===== src/rtl/uart_if.sv =====
// Receive half of the 8051 UART in serial mode 1: oversampled start/8 data/stop
// deserialiser with majority voting, receive buffer and next-RI computation.
module uart_if #(
   parameter int OSR = 16
) (
   input  logic       clk_uart,
   input  logic       rst_n,
   input  logic       rxd_int_in,
   input  logic       rxd,
   output logic [7:0] r_data,
   output logic       rxd_int
);

   localparam int SW = $clog2(OSR);
   localparam logic [SW-1:0] SC_LO   = SW'(OSR / 2 - 1);
   localparam logic [SW-1:0] SC_MID  = SW'(OSR / 2);
   localparam logic [SW-1:0] SC_DEC  = SW'(OSR / 2 + 1);
   localparam logic [SW-1:0] SC_WRAP = SW'(OSR - 1);

   typedef enum logic [1:0] {IDLE, START, DATA, STOP} state_t;

   state_t        state_q, state_d;
   logic [SW-1:0] sc_q, sc_d;
   logic [2:0]    bitIdx_q, bitIdx_d;
   logic [7:0]    shiftReg_q, shiftReg_d;
   logic [7:0]    rData_q, rData_d;
   logic [1:0]    samp_q, samp_d;
   logic          sync1_q, sync2_q, prevS_q;
   logic          rxdS, majority, atDecision, atWrap, frameLoad;

   assign rxdS       = sync2_q;
   assign atDecision = (sc_q == SC_DEC);
   assign atWrap     = (sc_q == SC_WRAP);
   assign majority   = (samp_q[0] & samp_q[1]) | (samp_q[0] & rxdS) | (samp_q[1] & rxdS);

   // The rest of the chip sees reset as active-high despite the port name.
   always_ff @(posedge clk_uart) begin
      if (rst_n) begin
         state_q    <= IDLE;
         sc_q       <= '0;
         bitIdx_q   <= '0;
         shiftReg_q <= '0;
         rData_q    <= '0;
         samp_q     <= '0;
         sync1_q    <= 1'b1;
         sync2_q    <= 1'b1;
         prevS_q    <= 1'b1;
      end else begin
         state_q    <= state_d;
         sc_q       <= sc_d;
         bitIdx_q   <= bitIdx_d;
         shiftReg_q <= shiftReg_d;
         rData_q    <= rData_d;
         samp_q     <= samp_d;
         sync1_q    <= rxd;
         sync2_q    <= sync1_q;
         prevS_q    <= rxdS;
      end
   end

   always_comb begin
      state_d    = state_q;
      sc_d       = atWrap ? '0 : sc_q + SW'(1);
      bitIdx_d   = bitIdx_q;
      shiftReg_d = shiftReg_q;
      rData_d    = rData_q;
      samp_d     = samp_q;
      frameLoad  = 1'b0;

      if (sc_q == SC_LO)  samp_d[0] = rxdS;
      if (sc_q == SC_MID) samp_d[1] = rxdS;

      case (state_q)
         // The edge cycle itself counts as sample 0, so the counter resumes at 1.
         IDLE: begin
            sc_d = '0;
            if (!rxdS && prevS_q) begin
               state_d = START;
               sc_d    = SW'(1);
            end
         end
         START: begin
            if (atDecision && majority) begin
               state_d = IDLE;
            end else if (atWrap) begin
               state_d  = DATA;
               bitIdx_d = '0;
            end
         end
         DATA: begin
            if (atDecision) shiftReg_d = {majority, shiftReg_q[7:1]};
            if (atWrap) begin
               if (bitIdx_q == 3'd7) state_d = STOP;
               else                  bitIdx_d = bitIdx_q + 3'd1;
            end
         end
         STOP: begin
            if (atDecision) begin
               state_d = IDLE;
               if (majority && !rxd_int_in) begin
                  frameLoad = 1'b1;
                  rData_d   = shiftReg_q;
               end
            end
         end
         default: state_d = IDLE;
      endcase
   end

   assign r_data  = rData_q;
   assign rxd_int = !rst_n && (rxd_int_in || frameLoad);

endmodule


===== config.mk =====
export PLATFORM = sky130hd
export DESIGN_NAME = uart_if
export DESIGN_NICKNAME = d
export VERILOG_FILES = /design/src/rtl/uart_if.sv
export SDC_FILE = /design/constraint.sdc
export NUM_CORES = 1
export LEC_CHECK = 0
export BUFFER_PORTS_ARGS = -buffer_cell sky130_fd_sc_hd__buf_2
export CAP_MARGIN = 20
export CORE_MARGIN = 2
export CORE_UTILIZATION = 56
export CTS_CLUSTER_DIAMETER = 120
export DETAILED_ROUTE_END_ITERATION = 6
export GPL_TIMING_DRIVEN = 0
export PLACE_DENSITY = 0.79
export RECOVER_POWER = 50
export SETUP_SLACK_MARGIN = 0.05
export SYNTH_ARGS = -nofsm -noshare
export SYNTH_HDL_FRONTEND = slang
export SYNTH_SLANG_ARGS = --single-unit

===== constraint.sdc =====
create_clock -name clk_uart -period 2 [get_ports clk_uart]
set_clock_uncertainty 0.15 [all_clocks]
set_input_delay 0.5 -clock clk_uart [delete_from_list [all_inputs] [get_ports clk_uart]]
set_output_delay 0.5 -clock clk_uart [all_outputs]
set_load 0.02 [all_outputs]

Yosys cells after proc, flatten, opt, wreduce, memory -nomap -nowiden. Index checks and enable logic that the tools add are counted.

Flip-flop bits (word level): 30. Latch bits: 0. Memory bits (writable): 0. Memory bits (read-only): 0. Bits of input ports: 4. Output and inout bits: 9. Logic and storage cells: 65. Memories: 0.

$add $sub $neg: 2. $mul: 0. Div/mod/pow operators: 0. Magnitude comparators: 0. Eq/ne operators: 16. Shift-type cells: 0. Mux-type cells: 18. Bitwise gates (word level): 5. Reduce and logical (&&, ||, !) cells: 14.

Operator list (number): != test 2 bit, second input constant (7); equality test 4 bit, second input constant (3); two-way mux 2 bit (6); two-way mux 3 bit (4); AND reduction 5 bit (2); two-way mux 4 bit (2); one-hot mux 2 bit (4 select lines) (1); one-hot mux 3 bit (2 select lines) (1); adder 4 x 1 -> 4 bit, second input constant (1); equality test 2 bit, second input constant (2); equality test 4 x 3 -> 1 bit, second input constant (1); logical AND 1 bit (4); two-way mux 1 bit (4); adder 3 x 1 -> 3 bit, second input constant (1); AND 1 bit (3); equality test 3 bit, second input constant (1); zero test 1 bit (3); != test 3 bit, second input constant (1); AND reduction 3 bit (1); equality test 2 x 1 -> 1 bit, second input constant (1); zero test 2 bit (1); bitwise OR 1 bit (2); AND reduction 2 bit (1); nonzero test 2 bit (1); logical OR 1 bit (1).

Longest topological paths before layout. Gate-level depths: netlist (run 1).

Depth in word-level cells: 9. Depth in mapped cells: 7. Gate-level depth less buffers: 6.

Worst setup path before layout (run 1). OpenSTA, ideal clock, no wires.

Kind: register -> output. Start point: register sc_q[0]. End point: output rxd_int. Arrival time: 1.174 ns. Data required time: 1.350 ns. Slack: 0.176 ns. Stages on the path, launching flop included: 5. Path buffers: 0. Cells stage by stage: dfxtp_1 ha_1 and3b_2 a41oi_1 nor2_1.

Word-level cells in the longest chain between the ends: 5.

RTL lines: from (decl) (RTL line 23) `logic [SW-1:0] sc_q, sc_d;`; from (signal assigned) (RTL line 40) `sc_q <= '0;`; from (signal assigned) (RTL line 50) `sc_q <= sc_d;`; equality test 4 bit (RTL line 32) `assign atDecision = (sc_q == SC_DEC);`; two-way mux 1 bit (RTL line 98) `if (atDecision) begin`; two-way mux 1 bit (RTL line 73) `case (state_q)`; logical OR 1 bit (RTL line 111) `assign rxd_int = !rst_n && (rxd_int_in || frameLoad);`; logical AND 1 bit (RTL line 111); to (decl) (RTL line 11) `output logic rxd_int`.

Every way passes these cells.

Final worst setup path (run 1).
Start point: register sc_q[1]. End point: output rxd_int.

Same word-level chain as after synthesis.

==> summary.txt, run 1 <==
Setup path
  • RR Endpoint: r_data[5]$_SDFFE_PP0P_
  • Arrival time at the worst endpoint: 1.45 ns
  • R2R cell count: 7
  • R2r setup slk: 0.31 ns
  • CP Launch Type: register
  • Crit Path Max Fanout: 2
  • Crit. End Element: primary output
  • Crit path required time: 1.35 ns
  • RR Startpoint: sc_q[1]$_SDFF_PP0_
  • Setup Crit Path Kind: register to primary output

Timing
  • Worst-Margin Slew: 0.466 ns
  • Final min period: 2.10 ns
  • Slew HR: 0.689
  • Final hold vios: 0
  • Fin worst setup slack: -0.100 ns
  • Final Setup Violations: 1
  • Max Fclk: 0.476 GHz
  • Hold Slack: 0.205 ns
  • Fin crit share: 1.05
  • RSZ-0062 raised after global routing: true
  • Final Max Slew Viols: 0

Power
  • Pwr dens: 656 nW/um^2
  • Net Sw Frac: 0.233
  • P_sw: 0.000227 W
  • Seq pwr share: 0.624
  • Clock network power share: 0.329
  • P_int: 0.000749 W
  • Leak: 0.614 nW
  • Combinational share of power: 0.047
  • Peak VDD IR: 665 uV

Route
  • Wirelength per Cell: 12.8 um
  • Via density: 5.33
  • WL final: 2350 um
  • DR iter-0 viols: 13
  • DR pass1 iterations: 4
  • Detail Route Antenna Nets: 0
  • Remaining DRCs: 0
  • DR vias: 975

GRT
  • Pin count of the biggest net entering global routing: 11
  • Number of global-route vias before repair: 912
  • Initial antenna violation count: 0
  • Gr ovfl total: 0
  • All-Layer GR Usage: 0.205
  • Global-route wire length before repair: 3960 um

Layout
  • Fin nets: 164
  • Most frequent cells in the layout: dfxtp_1 (28), nor2_1 (24), mux2i_1 (19)
  • Layout fillers: 193
  • Final instance area: 1490 um^2
  • Area grow syn2layout: 14.6%
  • Most common cell after layout, fill and taps aside: dfxtp_1
  • ANT cells: 0
  • Share of cells above drive strength 1: 0.213

Synth
  • Number of synthesized flops with an enable pin: 0
  • Yosys reg bits: 30
  • Synthesized area: 1300 um^2
  • Mean Syn Cell Area: 9.84 um^2
  • Yosys top cell area share: 0.462
  • Synth Flop Type: dfxtp_1
  • Register area share after synthesis: 0.462
  • Post-Synthesis Cells: 132
  • Main area contributors after synthesis: dfxtp_1 (46%), mux2i_1 (15%), nor2_1 (6.9%)
  • Async S/R FF share, synth: 0
  • Synth Warn #: 0
  • Area leader, netlist: dfxtp_1
  • Post-Syn Nets: 141
  • Distinct cells, synth: 30

CTS
  • Clock latency on the worst-skew pair: 0.32 ns
  • Longest Clk Path Bufs: 2
  • Clock slew at reported path FFs: 0.09 ns
  • CTS tree: built
  • Clock root cell: clkbuf_4
  • CTS Sinks: 30
  • H-tree levels: 2
  • CTS Buf Count: 5

Floorplan
  • Die Footprint: 2720 um^2
  • DIE HEIGHT: 52.2 um
  • Core region area: 2210 um^2
  • DIE WIDTH: 52.2 um
  • Std cell rows: 17
  • Starting Density: 0.587
  • Boundary pin count: 13

Place
  • DP HPWL: 1580 um
  • Post-DP Area: 1390 um^2
  • IO Port Bufs: 12
  • GPL Wtd Cong: 0.676

Hold path
  • Hold path startpoint: rxd
  • Worst Hold Path EP: sync1_q$_SDFF_PP1_
  • Hold Crit Class: input port to register
  • Hold path depth: 2

Run status
  • Outcome: finished with violations
  • Failing checks: negative setup slack

Flow run
  • Max-cap violations: 0
[cell type report]
type,instances,area (um^2),share of cell area
clock inverter,2,10.0,0.00672
tap,28,35.0,0.0235
sequential,30,603,0.405
inverter,2,7.51,0.00504
timing repair buffer,16,82.6,0.0555
buffer,7,46.3,0.0311
clock buffer,5,37.5,0.0252
multi-input combinational,93,667,0.448
[worst max-delay path, cell delays in order (launching register included)]
cell     delay [ns]
dfxtp_2        0.34
inv_2          0.05
ha_4           0.14
and3b_2        0.22
a41oi_2        0.14
nor2_1         0.07
buf_4          0.17
[layer usage]
metal	track usage	vias to the layer above	wire, um
li1	-	499	-
met1	0.243	455	1050
met2	0.331	15	1160
met3	0.0690	6	91
met4	0.103	0	41
met5	0	-	0
[kinds of logic after synthesis]
kind of cell             Yosys count  synth area share
AO/OA/AOI/OAI                     11            0.0568
XOR/XNOR                           1           0.00674
AND/OR/NAND/NOR                   55             0.220
flip-flops                        30             0.462
multiplexers                      20             0.155
adder cells (fa/ha/maj)            6            0.0559
buffers and inverters              9            0.0433
[worst max-delay path by stage]
stage	start	to	slack, ns	cells past startpoint
after floorplan	sc_q[0]$_SDFF_PP0_	rxd_int	0.18	4
after global placement	sc_q[1]$_SDFF_PP0_	rxd_int	0.04	6
after detailed placement	sc_q[1]$_SDFF_PP0_	rxd_int	0.02	6
after CTS	sc_q[1]$_SDFF_PP0_	rxd_int	-0.11	6
after global routing	sc_q[1]$_SDFF_PP0_	rxd_int	-0.17	6
final	sc_q[1]$_SDFF_PP0_	rxd_int	-0.10	6
[registers in the layout, indices dropped and copies added (netlist names), 2 cells and up, named ones only]
signal	cells
bitIdx_q	3
r_data	8
samp_q	2
sc_q	4
shiftReg_q	8
[stage by stage]
stage	worst slack [ns]	utilization	TNS (ns)	power [W]	cells
2_1_floorplan	0.176	-	0	0.000652	132
3_3_place_gp	0.0447	0.630	0	0.000663	172
3_5_place_dp	0.0201	0.630	0	0.000665	172
4_1_cts	-0.107	0.677	-0.107	0.000984	183
5_1_grt	-0.171	0.673	-0.171	0.00102	183
6_report	-0.100	0.673	-0.100	0.000976	183
[power groups by stage]
| stage | combinational (W) | clock (W) | sequential (W) |
|---|---|---|---|
| finish | 0.0000457 | 0.000321 | 0.000609 |
| detailed placement | 0.0000428 | 0 | 0.000622 |
| global route | 0.0000520 | 0.000355 | 0.000610 |
| CTS | 0.0000452 | 0.000329 | 0.000609 |
| global placement | 0.0000411 | 0 | 0.000622 |
| floorplan | 0.0000309 | 0 | 0.000621 |
[cells in the mapped netlist, types with 3 or more instances]
cell type / instances
dfxtp_1: 30
nand3_1: 3
nor2_1: 24
a31oi_1: 4
ha_1: 5
a21oi_1: 3
or3b_1: 3
nand2_1: 7
clkbuf_1: 3
or2_2: 3
nand3b_1: 3
mux2i_1: 19
[what timing repair did]
| action | 4_1_cts | 5_1_grt |
|---|---|---|
| setup buffers | 4 | 0 |
| pin swaps | 3 | 0 |
| cloned | 0 | 0 |
| hold buffers | 0 | 0 |
| endpoints found under the setup margin | 1 | 4 |
| resized for setup | 8 | 1 |
No activity file was read; power rests on OpenSTA's default activity.
==> inputs of run 2 (changes only) <==
==> config.mk (replaced) <==
export PLATFORM = sky130hd
export DESIGN_NAME = uart_if
export DESIGN_NICKNAME = d
export VERILOG_FILES = /design/src/rtl/uart_if.sv
export SDC_FILE = /design/constraint.sdc
export NUM_CORES = 1
export LEC_CHECK = 0
export ABC_AREA = 1
export BUFFER_PORTS_ARGS = -buffer_cell sky130_fd_sc_hd__buf_2
export CAP_MARGIN = 20
export CORE_MARGIN = 2
export CORE_UTILIZATION = 35
export CTS_CLUSTER_DIAMETER = 120
export DETAILED_ROUTE_END_ITERATION = 6
export GPL_TIMING_DRIVEN = 0
export PLACE_DENSITY = 0.55
export RECOVER_POWER = 50
export SYNTH_ARGS = -nofsm -noshare
export SYNTH_HDL_FRONTEND = slang
export SYNTH_SLANG_ARGS = --single-unit
==> run 2 against run 1 <==
Effect of this change: the run still ends with negative setup slack left; synthesized area is 0.29% higher; final cell count is 35% higher; non-clock buffer count stayed put; fmax is 0.17% lower; critical path depth is 3 higher; synthesized cell count is 30% higher; via count is 17% higher; count of clock-buffer cells in the layout is 1 higher; highest routed layer unchanged.
==> summary.txt, run 2 <==
Setup path
  • Crit path from: sc_q[1]$_SDFF_PP0_
  • Crit Path Max Fanout: 2
  • Crit path required time: 1.35 ns
  • Arrival time at the worst endpoint: 1.45 ns
  • RR Startpoint: sc_q[1]$_SDFF_PP0_
  • Setup Crit Path Kind: register to primary output
  • R2R cell count: 11
  • RR Endpoint: shiftReg_q[7]$_SDFFE_PP0P_
  • Crit. End Element: primary output
  • CP Launch Type: register
  • R2r setup slk: 0.19 ns

Power
  • Pwr dens: 844 nW/um^2
  • Leak: 0.684 nW
  • Overall Power: 0.00134 W
  • Peak VDD IR: 471 uV

Floorplan
  • Core region area: 3610 um^2
  • Die Footprint: 4230 um^2
  • Starting Density: 0.361
  • DIE WIDTH: 65.0 um
  • Boundary pin count: 13
  • DIE HEIGHT: 65.0 um
  • Std cell rows: 22

Timing
  • Fin crit share: 1.05
  • Hold Slack: 0.259 ns
  • Final hold vios: 0
  • RSZ-0062 raised after global routing: true
  • Worst-Margin Slew: 0.417 ns
  • Max Fclk: 0.475 GHz
  • Slew HR: 0.722
  • Final Setup Violations: 1
  • Fin worst setup slack: -0.104 ns
  • Final Max Slew Viols: 0
  • Final min period: 2.10 ns

Place
  • GPL Wtd Cong: 0.745
  • Post-DP Area: 1430 um^2
  • DP HPWL: 1840 um
  • Inst Count DP: 232
  • IO Port Bufs: 12

Synth
  • Mean Syn Cell Area: 7.57 um^2
  • Top cells by count, synth: nand2_1 (35), dfxtp_1 (30), nor2_1 (30)
  • Area leader, netlist: dfxtp_1
  • Post-Synthesis Cells: 172
  • Distinct cells, synth: 22
  • Synth Flop Type: dfxtp_1
  • Async S/R FF share, synth: 0
  • Yosys reg bits: 30
  • Synth Warn #: 0
  • Count leader, synth: nand2_1
  • Register area share after synthesis: 0.461
  • Post-Syn Nets: 181
  • Synthesized area: 1300 um^2
  • Number of synthesized flops with an enable pin: 0
  • Yosys top cell area share: 0.461
  • Main area contributors after synthesis: dfxtp_1 (46%), nand2_1 (10%), nor2_1 (8.6%)

GRT
  • Gr ovfl total: 0
  • All-Layer GR Usage: 0.138
  • Pin count of the biggest net entering global routing: 11
  • Initial antenna violation count: 0
  • Number of global-route vias before repair: 1173
  • Global-route wire length before repair: 4580 um

Route
  • DR vias: 1136
  • DR pass1 iterations: 4
  • Via density: 4.60
  • DR iter-0 viols: 18
  • Remaining DRCs: 0
  • Wirelength per Cell: 10.0 um
  • Detail Route Antenna Nets: 0
  • WL final: 2470 um

CTS
  • H-tree levels: 2
  • Longest Clk Path Bufs: 2
  • Clock root cell: clkbuf_8
  • Clock slew at reported path FFs: 0.06 ns
  • CTS Buf Count: 5
  • Clock latency on the worst-skew pair: 0.27 ns
  • CTS Sinks: 30
  • CTS tree: built
  • Hold buffers post-CTS: 0

Run status
  • Outcome: finished with violations
  • Failing checks: negative setup slack

Hold path
  • Worst Hold Path EP: rxdS$_SDFF_PP1_
  • Hold path startpoint: sync1_q$_SDFF_PP1_
  • Hold path depth: 1
  • Hold Crit Class: register to register

Layout
  • Share of cells above drive strength 1: 0.181
  • Most common cell after layout, fill and taps aside: nand2_1
  • Final instance area: 1590 um^2
  • Most frequent cells in the layout: nand2_1 (35), nor2_1 (30), dfxtp_1 (27)
  • ANT cells: 0
  • Non-filler instance count after layout: 247
  • Fin nets: 209
  • Area grow syn2layout: 22.4%

Flow run
  • Max-cap violations: 0
run 2: cell count changes in the layout (fill, tap and decap cells not counted), sizes merged, moves of 3 or more:
cell   delta
a21oi    +12
nor2      +8
nand2    +32
or3b      -3
nand3     +8
inv      +14
o21ai    +10
a31oi     -4
mux2i    -19
run 2: critical path: stages (launching register included):
cell	delay [ns]
dfxtp_2	0.33
inv_2	0.07
ha_4	0.13
inv_2	0.04
nor2_4	0.12
nand2_4	0.08
nor2_8	0.10
nand2_4	0.05
a21oi_2	0.11
buf_4	0.15
run 2: worst max-delay path by stage:
stage / endpoint / slack [ns] / cells after the start
2_1_floorplan: rxd_int / 0.05 / 8
3_3_place_gp: rxd_int / -0.09 / 9
3_5_place_dp: rxd_int / -0.11 / 9
4_1_cts: rxd_int / -0.15 / 9
5_1_grt: rxd_int / -0.19 / 9
6_report: rxd_int / -0.10 / 9
run 2: where the power goes:
part	total (W)	switching, W	internal (W)
combinational	0.000239	0.000157	0.0000826
clock	0.000461	0.000196	0.000265
sequential	0.000645	0.0000236	0.000621
run 2: cells by family (layout without fill, tap and decap cells):
group / Yosys count / count (layout) / synth area share
AO/OA/AOI/OAI: 28 / 28 / 0.121
flip-flops: 30 / 30 / 0.461
AND/OR/NAND/NOR: 90 / 90 / 0.315
buffers and inverters: 19 / 46 / 0.0548
adder cells (fa/ha/maj): 5 / 5 / 0.0480
run 2: area by class of cell:
type	count	area [um^2]
buffer	2	7.51
clock buffer	6	82.6
fill	346	2010
inverter	17	63.8
multi-input combinational	123	657
sequential	30	604
tap	48	60.1
timing repair buffer	21	119
run 2: metal layers:
layer  vias to the layer above  global-route usage  share of wire
met1                       503               0.151           0.45
met2                        21               0.246           0.50
met3                         6              0.0313          0.031
li1                        606                   -              -
met5                         -                   0              0
met4                         0              0.0718          0.014
run 2: what timing repair did:
item                                    4_1_cts  5_1_grt
endpoints found under the setup margin        1        1
pin swaps                                     5        4
resized for setup                            11        0
buffers inserted                              7        2
run 2: per-stage QoR:
step	TNS, ns	setup WS, ns	util
floorplan	0	0.0474	-
global placement	-0.0917	-0.0917	0.396
detailed placement	-0.106	-0.106	0.396
CTS	-0.150	-0.150	0.441
global route	-0.186	-0.186	0.442
finish	-0.104	-0.104	0.442
